--- src/rtl/uc_secuencial.sv ---
// uc_secuencial: sequential control unit for a small accumulator-style CPU.
// Decodes instruction[31:24] into datapath controls, sequences I/O accesses
// with a bounded wait, and handles eight prioritised interrupt lines with a
// single in-service level.
//
// Ports
//   clk        rising-edge clock
//   reset      asynchronous active-low reset; forces every output to 0
//   opcode     instruction[31:24]
//   z, c       datapath flags
//   int_pend   pending interrupt lines, bit 0 highest priority
//   io_ack     peripheral completion for the current I/O access
//   pc_en, s_rel_pc, s_inm, s_pila, s_datos, we3, wez, push, pop, oe,
//   s_inc, op_alu                 datapath controls
//   s_calli, s_reti               one-hot interrupt call/return strobes
//   io_req, io_we                 I/O request and direction (1 = write)
//   halted, bus_err, illegal      status (bus_err, illegal sticky)
module uc_secuencial #(
  parameter int unsigned TIMEOUT = 255
) (
  input  logic       clk,
  input  logic       reset,
  input  logic [7:0] opcode,
  input  logic       z,
  input  logic       c,
  input  logic [7:0] int_pend,
  input  logic       io_ack,
  output logic       pc_en,
  output logic       s_rel_pc,
  output logic       s_inm,
  output logic       s_pila,
  output logic       s_datos,
  output logic       we3,
  output logic       wez,
  output logic       push,
  output logic       pop,
  output logic       oe,
  output logic [1:0] s_inc,
  output logic [2:0] op_alu,
  output logic [7:0] s_calli,
  output logic [7:0] s_reti,
  output logic       io_req,
  output logic       io_we,
  output logic       halted,
  output logic       bus_err,
  output logic       illegal
);

  typedef enum logic [1:0] {RUN, IO_WAIT, HALT} state_t;

  state_t     r_state, w_state_nxt;
  logic [7:0] r_cnt, w_cnt_nxt;
  logic [7:0] r_isr, w_isr_nxt;
  logic       r_in_isr, w_in_isr_nxt;
  logic       r_io_we, w_io_we_nxt;
  logic       r_bus_err, w_bus_err_nxt;
  logic       r_illegal, w_illegal_nxt;
  logic [7:0] w_lowest;
  logic       w_accept;
  logic       w_timeout;

  always_ff @(posedge clk or negedge reset) begin
    if (!reset) begin
      r_state   <= RUN;
      r_cnt     <= '0;
      r_isr     <= '0;
      r_in_isr  <= 1'b0;
      r_io_we   <= 1'b0;
      r_bus_err <= 1'b0;
      r_illegal <= 1'b0;
    end else begin
      r_state   <= w_state_nxt;
      r_cnt     <= w_cnt_nxt;
      r_isr     <= w_isr_nxt;
      r_in_isr  <= w_in_isr_nxt;
      r_io_we   <= w_io_we_nxt;
      r_bus_err <= w_bus_err_nxt;
      r_illegal <= w_illegal_nxt;
    end
  end

  always_comb begin
    pc_en    = 1'b0;
    s_rel_pc = 1'b0;
    s_inm    = 1'b0;
    s_pila   = 1'b0;
    s_datos  = 1'b0;
    we3      = 1'b0;
    wez      = 1'b0;
    push     = 1'b0;
    pop      = 1'b0;
    oe       = 1'b0;
    s_inc    = 2'b00;
    op_alu   = 3'b000;
    s_calli  = '0;
    s_reti   = '0;
    io_req   = 1'b0;
    io_we    = 1'b0;
    halted   = 1'b0;
    bus_err  = 1'b0;
    illegal  = 1'b0;

    w_state_nxt   = r_state;
    w_cnt_nxt     = r_cnt;
    w_isr_nxt     = r_isr;
    w_in_isr_nxt  = r_in_isr;
    w_io_we_nxt   = r_io_we;
    w_bus_err_nxt = r_bus_err;
    w_illegal_nxt = r_illegal;

    // Isolate the lowest set pending line (two's-complement trick).
    w_lowest  = int_pend & (~int_pend + 8'd1);
    w_accept  = (r_state != IO_WAIT) && !r_in_isr && (int_pend != '0);
    // r_cnt holds completed wait cycles, so the current cycle is r_cnt+1.
    w_timeout = (r_cnt == 8'(TIMEOUT - 1));

    // Outputs are gated by reset so they drop without waiting for a clock.
    if (reset) begin
      halted  = (r_state == HALT);
      bus_err = r_bus_err;
      illegal = r_illegal;

      if (w_accept) begin
        push         = 1'b1;
        s_inc        = 2'b10;
        pc_en        = 1'b1;
        s_calli      = w_lowest;
        w_isr_nxt    = w_lowest;
        w_in_isr_nxt = 1'b1;
        w_state_nxt  = RUN;
      end else begin
        case (r_state)
          IO_WAIT: begin
            io_req    = 1'b1;
            io_we     = r_io_we;
            oe        = r_io_we;
            w_cnt_nxt = r_cnt + 8'd1;
            if (io_ack) begin
              pc_en       = 1'b1;
              s_datos     = !r_io_we;
              we3         = !r_io_we;
              w_state_nxt = RUN;
            end else if (w_timeout) begin
              pc_en         = 1'b1;
              w_bus_err_nxt = 1'b1;
              w_state_nxt   = RUN;
            end
          end
          HALT: ;
          default: begin
            pc_en = 1'b1;
            if (opcode[7:3] == 5'b00000) begin
              op_alu = opcode[2:0];
              we3    = 1'b1;
              wez    = 1'b1;
            end else if (opcode[7:3] == 5'b00010) begin
              op_alu = opcode[2:0];
              we3    = 1'b1;
              wez    = 1'b1;
              s_inm  = 1'b1;
            end else begin
              case (opcode)
                8'h20, 8'h21: begin
                  pc_en       = 1'b0;
                  w_cnt_nxt   = '0;
                  w_io_we_nxt = opcode[0];
                  w_state_nxt = IO_WAIT;
                end
                8'h30: s_inc = 2'b01;
                8'h31: s_rel_pc = z;
                8'h32: s_rel_pc = !z;
                8'h33: s_rel_pc = c;
                8'h40: begin
                  push  = 1'b1;
                  s_inc = 2'b01;
                end
                8'h41: begin
                  pop    = 1'b1;
                  s_pila = 1'b1;
                end
                8'h50: begin
                  pop    = 1'b1;
                  s_pila = 1'b1;
                  if (r_in_isr) begin
                    s_reti       = r_isr;
                    w_in_isr_nxt = 1'b0;
                  end else begin
                    w_illegal_nxt = 1'b1;
                  end
                end
                8'h60:   w_state_nxt = HALT;
                8'hFF:   ;
                default: w_illegal_nxt = 1'b1;
              endcase
            end
          end
        endcase
      end
    end
  end

endmodule

--- config.mk ---
export PLATFORM = sky130hd
export DESIGN_NAME = uc_secuencial
export DESIGN_NICKNAME = d
export VERILOG_FILES = /design/src/rtl/uc_secuencial.sv
export SDC_FILE = /design/constraint.sdc
export NUM_CORES = 1
export LEC_CHECK = 0
export ABC_CLOCK_PERIOD_IN_PS = 6600
export CAP_MARGIN = 20
export CORE_MARGIN = 8
export CORE_UTILIZATION = 45
export DETAILED_ROUTE_END_ITERATION = 10
export PLACE_DENSITY = 0.83
export SETUP_SLACK_MARGIN = 0.4
export SYNTH_ARGS = -nofsm -noshare
export SYNTH_HDL_FRONTEND = slang
export SYNTH_SLANG_ARGS = --single-unit
--- constraint.sdc ---
create_clock -name clk -period 6.6 [get_ports clk]
set_input_delay 0.99 -clock clk [delete_from_list [all_inputs] [get_ports clk]]
set_output_delay 0.99 -clock clk [all_outputs]
set_load 0.005 [all_outputs]
==> run summary <==
Pwr/cell area = 144 mW/mm2
Worst Hold End = r_bus_err$_DFFE_PN0P_
H-tree Lvls = 1
Final non-filler cell area = 0.00220 mm2
Post-Syn Area = 0.00156 mm2
Worst skew pair latency = 0.31 ns
Synth Area in Adders = 3.20%
Clock transition at the registers of the reported paths = 0.12 ns
Hold_buf cts = 0
Die height = 75.0 um
Synth Instances = 196
Post-route ant nets = 0
Layout Cells excl Fill = 294
CP Class = in -> out
Relative max-transition margin = 64.0%
Setup TNS Final = 0 ns
P&R area growth vs syn = 40.9%
Die Area = 0.00562 mm2
Top_reg_cell synth = dfrtp_1
FF+latch count, synth = 22
R2r setup slk = 4.16 ns
GPL Wtd Cong = 0.929
Critical path data required time = 5.61 ns
RR Startpoint = r_state[1]$_DFFE_PN0P_
Fmax = 205 MHz
Vias in the first global route = 1,575
Placed Cells = 290
GRT Overall Usage = 16.3%
Syn Nets = 221
Crit path launch type = input pin
Complex-gate fraction of the synthesized area = 15.0%
Clock skew = 0.00448 ns
Most frequent cells in the layout = clkdlybuf4s50_1, nor2_1, dfrtp_1
Min-delay src = r_bus_err$_DFFE_PN0P_
CP Data Arrival Time = 3.88 ns
Io pins = 57
Mux cell area share after synthesis = 1.36%
EDFF count, synth = 0
Library cells used by synthesis = 38
Initial antenna violation count = 0
Setup WS pre-CTS = 1.77 ns
Setup Buffers After CTS = 0
DR DRC count = 0
Slew Limit Fails = 0
Most common cell after layout, fill and taps aside = clkdlybuf4s50_1
Nets = 274
Final setup fails = 0
Vias = 1,581
Clk root buf = clkbuf_4
Measured slew at the worst slew-check pin = 0.535 ns
RSZ-0062 raised after global routing = no
DIE WIDTH = 75.0 um
Worst Hold Depth = 1
Sequential share of the synthesized area = 35.2%
Final Hold Fails = 0
Port bufs = 56
Starting DRT DRC Count = 65
Largest family of logic cells by synthesized area = simple AND/OR/NAND/NOR gates
Vias per std cell = 5.38
Peak VDD IR = 0.000138 V
Clock sinks = 22
Avg Inst Size Synth = 7.98 um2
Fin crit period = 4.87 ns
Final setup margin = 1.73 ns
Status = finished clean
CTS tree = done
Layout cells sized above 1 = 4.44%
Endpoint type of the worst setup path = output port
Number of diodes = 0
DP HPWL = 3610 um
Row count = 21
Leakage power = 0.928 nW
Synth Warn # = 0
CP max FO = 11
Core Area = 0.00334 mm2
CTS buffer count = 3
Global-route wire length before repair = 7360 um
WL final = 4430 um
Tcrit/Tclk final = 73.8%
CTS Buffer Depth = 2
Simple-Gate Fraction of Synth Area = 37.5%
Worst R2R End = r_cnt[7]$_DFFE_PN0P_
Asr flop ratio synth = 100%
Initial Utilization = 46.9%
Post-synthesis xor/xnor area fraction = 2.80%
Gr ovfl total = 0
Area after DPL = 0.00215 mm2
Hold WC Path Type = reg -> reg
Total of max-cap violations = 0
Largest net degree at the start of global routing = 24
Drt first pass iters = 4
# resized after CTS = 0
Drt wl/cell = 15.1 um
Number of cells on the worst reg-to-reg path = 7
==> worst max path at each step <==
stage                         to         from  slack (ns)  depth (start not counted)
after global routing      s_pila  int_pend[2]        1.63                          7
after global placement    s_pila  int_pend[2]        1.82                          7
final                     s_pila  int_pend[2]        1.73                          7
after detailed placement     pop  int_pend[2]        1.77                          7
after floorplan           s_pila  int_pend[3]        2.66                          7
after CTS                    pop  int_pend[2]        1.74                          7
==> cell families after synthesis <==
logic type | count (synthesis)
buf+inv | 18
simple gates | 109
compound gates | 36
mux | 2
flops | 22
xor+xnor | 5
fa+ha+maj | 4
==> through the flow <==
step | hold WS [ns] | util, % | power [mW]
after floorplan | 0.420 | - | 0.184
after global placement | 0.441 | 64.5 | 0.216
after detailed placement | 0.442 | 64.5 | 0.218
after CTS | 0.471 | 66.0 | 0.321
after global routing | 0.498 | 66.0 | 0.333
final | 0.463 | 66.0 | 0.317
==> report_power, final <==
| part | switching [mW] | total, mW | internal, mW |
|---|---|---|---|
| Sequential | 0.00564 | 0.151 | 0.145 |
| Combinational | 0.0321 | 0.0643 | 0.0322 |
| Clock | 0.0405 | 0.102 | 0.0614 |
==> layout make-up <==
type	count	area, um2
clock buffer	3	22.5
clock inverter	1	30.0
fill	293	1130
inverter	8	30.0
multi-input combinational	156	937
sequential	22	551
tap	46	57.6
timing repair buffer	58	576
==> registers in the layout, indices dropped and copies added, names as in the netlist <==
name	count
r_io_we	1
r_bus_err	1
r_illegal	1
r_cnt	8
r_in_isr	1
r_isr	8
r_state	2
==> cell usage after synthesis (all sizes together) (6+ instances only) <==
| master | n | area, um2 |
|---|---|---|
| nand3 | 6 | 30.0 |
| dfrtp | 22 | 551 |
| a21oi | 8 | 40.0 |
| nor2 | 23 | 86.3 |
| nor4 | 8 | 50.1 |
| and2 | 15 | 93.8 |
| nor3 | 6 | 30.0 |
| clkbuf | 7 | 26.3 |
| a21o | 6 | 45.0 |
| inv | 8 | 30.0 |
| nand2 | 21 | 78.8 |
| o31ai | 6 | 45.0 |
| o21ai | 7 | 35.0 |
==> critical path, stage by stage <==
cell and delay [ns]:
clkdlybuf4s50_1 0.48, or4_4 0.57, o21a_1 0.33, or2_2 0.40, nand2b_1 0.19, nor4_1 0.34
clkdlybuf4s50_1 0.57
==> metal layers <==
metal | part of all wire [%] | vias up | track usage (%)
li1 | - | 796 | -
met1 | 43 | 742 | 18.9
met4 | 0.47 | 0 | 2.83
met5 | 0 | - | 0
met2 | 48 | 41 | 29.0
met3 | 8.2 | 2 | 4.79
(Power assumes the default switching activity.)
==> RTL edit: new RTL, same flow settings <==
Encoding of `state_t`: now one-hot (3 bits for 3 states).
--- a/src/rtl/uc_secuencial.sv
+++ b/src/rtl/uc_secuencial.sv
@@ -47,5 +47,5 @@
 );
 
-  typedef enum logic [1:0] {RUN, IO_WAIT, HALT} state_t;
+  typedef enum logic [2:0] {RUN = 3'b001, IO_WAIT = 3'b010, HALT = 3'b100} state_t;
 
   state_t     r_state, w_state_nxt;
Behaviour: same outputs for any inputs over 10 cycles, from zero or initial values and one cycle with reset low; not proved beyond that.
==> RTL edit against the original RTL <==
- count of clock-buffer cells in the layout unchanged
- routed wire length down 1.9%
- synthesized cell count down 6.1%
- design area up 1.4%
- setup slack worse by 130 ps
- final cell count down 4.1%
- sequential share of layout area up 0.84 points
- synthesized area up 3.4%
- sequential cell count up 1
- critical path type unchanged
- critical endpoint is now s_reti[0]
Power is not compared: it rests on default switching activity, and its combinational part moved more than twofold at a synthesized area within 25%.
==> RTL edit: results (changes against the original RTL) <==
** Status
- Status :: finished clean (unchanged)

** Setup path
- The critical path data arrival time came to 4010 ps (was 3880 ps).
- Reg-to-reg critical path startpoint :: r_state[2] (was r_state[1])
- The largest fanout on the critical path was 8 (was 11).
- The critical path launch point is int_pend[1] (was int_pend[2]).

** Yosys
- Compound-Gate Fraction of Synth Area :: 0.193 (was 0.150)
- XOR/XNOR share of the synthesized area :: 0.0163 (was 0.0280)
- Main area contributors after synthesis: sky130_fd_sc_hd__dfrtp_1 34%, sky130_fd_sc_hd__and2_1 6.2%, sky130_fd_sc_hd__nor2_1 4.4% (was sky130_fd_sc_hd__dfrtp_1 35%, sky130_fd_sc_hd__and2_1 6.0%, sky130_fd_sc_hd__nor2_1 5.5%).
- The number of unique standard cell types used by synthesis came to 46 (was 38).
- The sequential cell area fraction in the yosys report is 0.357 (was 0.352).
- Top-count cell post-synth :: sky130_fd_sc_hd__dfrtp_1 (was sky130_fd_sc_hd__nor2_1)
- Total nets after synthesis :: 207 (was 221)
- Fraction of the mapped netlist area in adder cells :: 0.0155 (was 0.0320)
- Commonest cells in the synthesized netlist :: 22 x sky130_fd_sc_hd__dfrtp_1, 19 x sky130_fd_sc_hd__nor2_1, 16 x sky130_fd_sc_hd__and2_1 (was 23 x sky130_fd_sc_hd__nor2_1, 22 x sky130_fd_sc_hd__dfrtp_1, 21 x sky130_fd_sc_hd__nand2_1)

** STA
- The slew at the pin with the worst max-slew slack is 886 ps (was 535 ps).
- The worst clock skew was 3.19 ps (was 4.48 ps).

** Global routing
- The via count of the first global-routing pass came to 1,565 (was 1,575).
- The largest net degree at the start of global routing came to 18 (was 24).
- The first-pass GRT wire length was 7330 um (was 7360 um).
- The overall fraction of global-route tracks in use came to 0.147 (was 0.163).

** Cells and area
- Biggest regs: r_cnt: 8 flops, r_isr: 8 flops, r_state: 3 flops (was r_cnt: 8 flops, r_isr: 8 flops, r_state: 2 flops).
- Number of inserted filler cells in the final layout :: 286 (was 293)
- Nets@finish :: 260 (was 274)
- The share of layout cells above drive strength 1 was 0.0847 (was 0.0444).

** Drt
- Average via count per standard cell :: 5.70 (was 5.38)
- Detailed route wirelength on metal3 :: 335 um (was 363 um)
- The first-pass iteration count of the detailed router was 5 (was 4).
- Routed wire length on met2 :: 2000 um (was 2140 um)
- Drt total wl :: 4350 um (was 4430 um)
- Initial DRC count :: 64 (was 65)

** Place
- The estimated wirelength of the detail-placed design is 3480 um (was 3610 um).

** Worst hold path
- The hold path startpoint is r_illegal (was r_bus_err).
[RTL edit: metrics by stage]
| step | utilization | worst slack [ps] | power (uW) | std cells | instance area (um2) |
|---|---|---|---|---|---|
| floorplan | - | 2820 | 320 | 184 | 1620 |
| global placement | 0.650 | 1710 | 385 | 278 | 2200 |
| detailed placement | 0.650 | 1590 | 389 | 278 | 2200 |
| CTS | 0.659 | 1580 | 458 | 282 | 2230 |
| global route | 0.659 | 1340 | 487 | 282 | 2230 |
| finish | 0.659 | 1600 | 455 | 282 | 2230 |
[RTL edit: critical path, stage by stage]
cell	delay (ps)
sky130_fd_sc_hd__clkdlybuf4s50_1	480
sky130_fd_sc_hd__nor4_1	640
sky130_fd_sc_hd__a21oi_1	230
sky130_fd_sc_hd__or4_4	600
sky130_fd_sc_hd__nor2_1	370
sky130_fd_sc_hd__and2_1	200
sky130_fd_sc_hd__clkdlybuf4s50_1	500
[RTL edit: kinds of logic after synthesis]
logic type                 after synthesis
adders and majority gates                2
muxes                                    5
xor gates and xnor gates                 3
buffers and inverters                   18
DFF                                     23
AOI/OAI and AO/OA                       38
and+or+nand+nor                         95
[RTL edit: report_power, final]
part           total [uW]  internal (uW)  switching (uW)
clock                67.8           23.1            44.7
sequential            202            173            28.4
combinational         185           89.1            95.8
total                 455            286             169
[RTL edit: routing by layer]
| layer | track usage | up-vias |
|---|---|---|
| met1 | 0.187 | 756 |
| met5 | 0 | - |
| met4 | 0.0353 | 0 |
| met2 | 0.238 | 59 |
| li1 | - | 789 |
| met3 | 0.0377 | 2 |
[RTL edit: final timing paths]
kind	slack, ps	end	depth (start not counted)
max	1600	s_reti[0]	7
min	460	r_illegal	1
max reg2reg	4010	r_state[1]	5
min reg2reg	460	r_illegal	1
max in group asynchronous	4920	r_isr[6]	2
min in group asynchronous	1040	r_io_we	1
[RTL edit: layout make-up]
| class | count | area share |
|---|---|---|
| clock buffers | 3 | 0.0101 |
| well taps | 46 | 0.0258 |
| multi-input cells | 143 | 0.431 |
| flip-flops and latches | 23 | 0.258 |
| repair buffers | 58 | 0.258 |
| inverters | 8 | 0.0134 |
| clock inverters | 1 | 0.00336 |
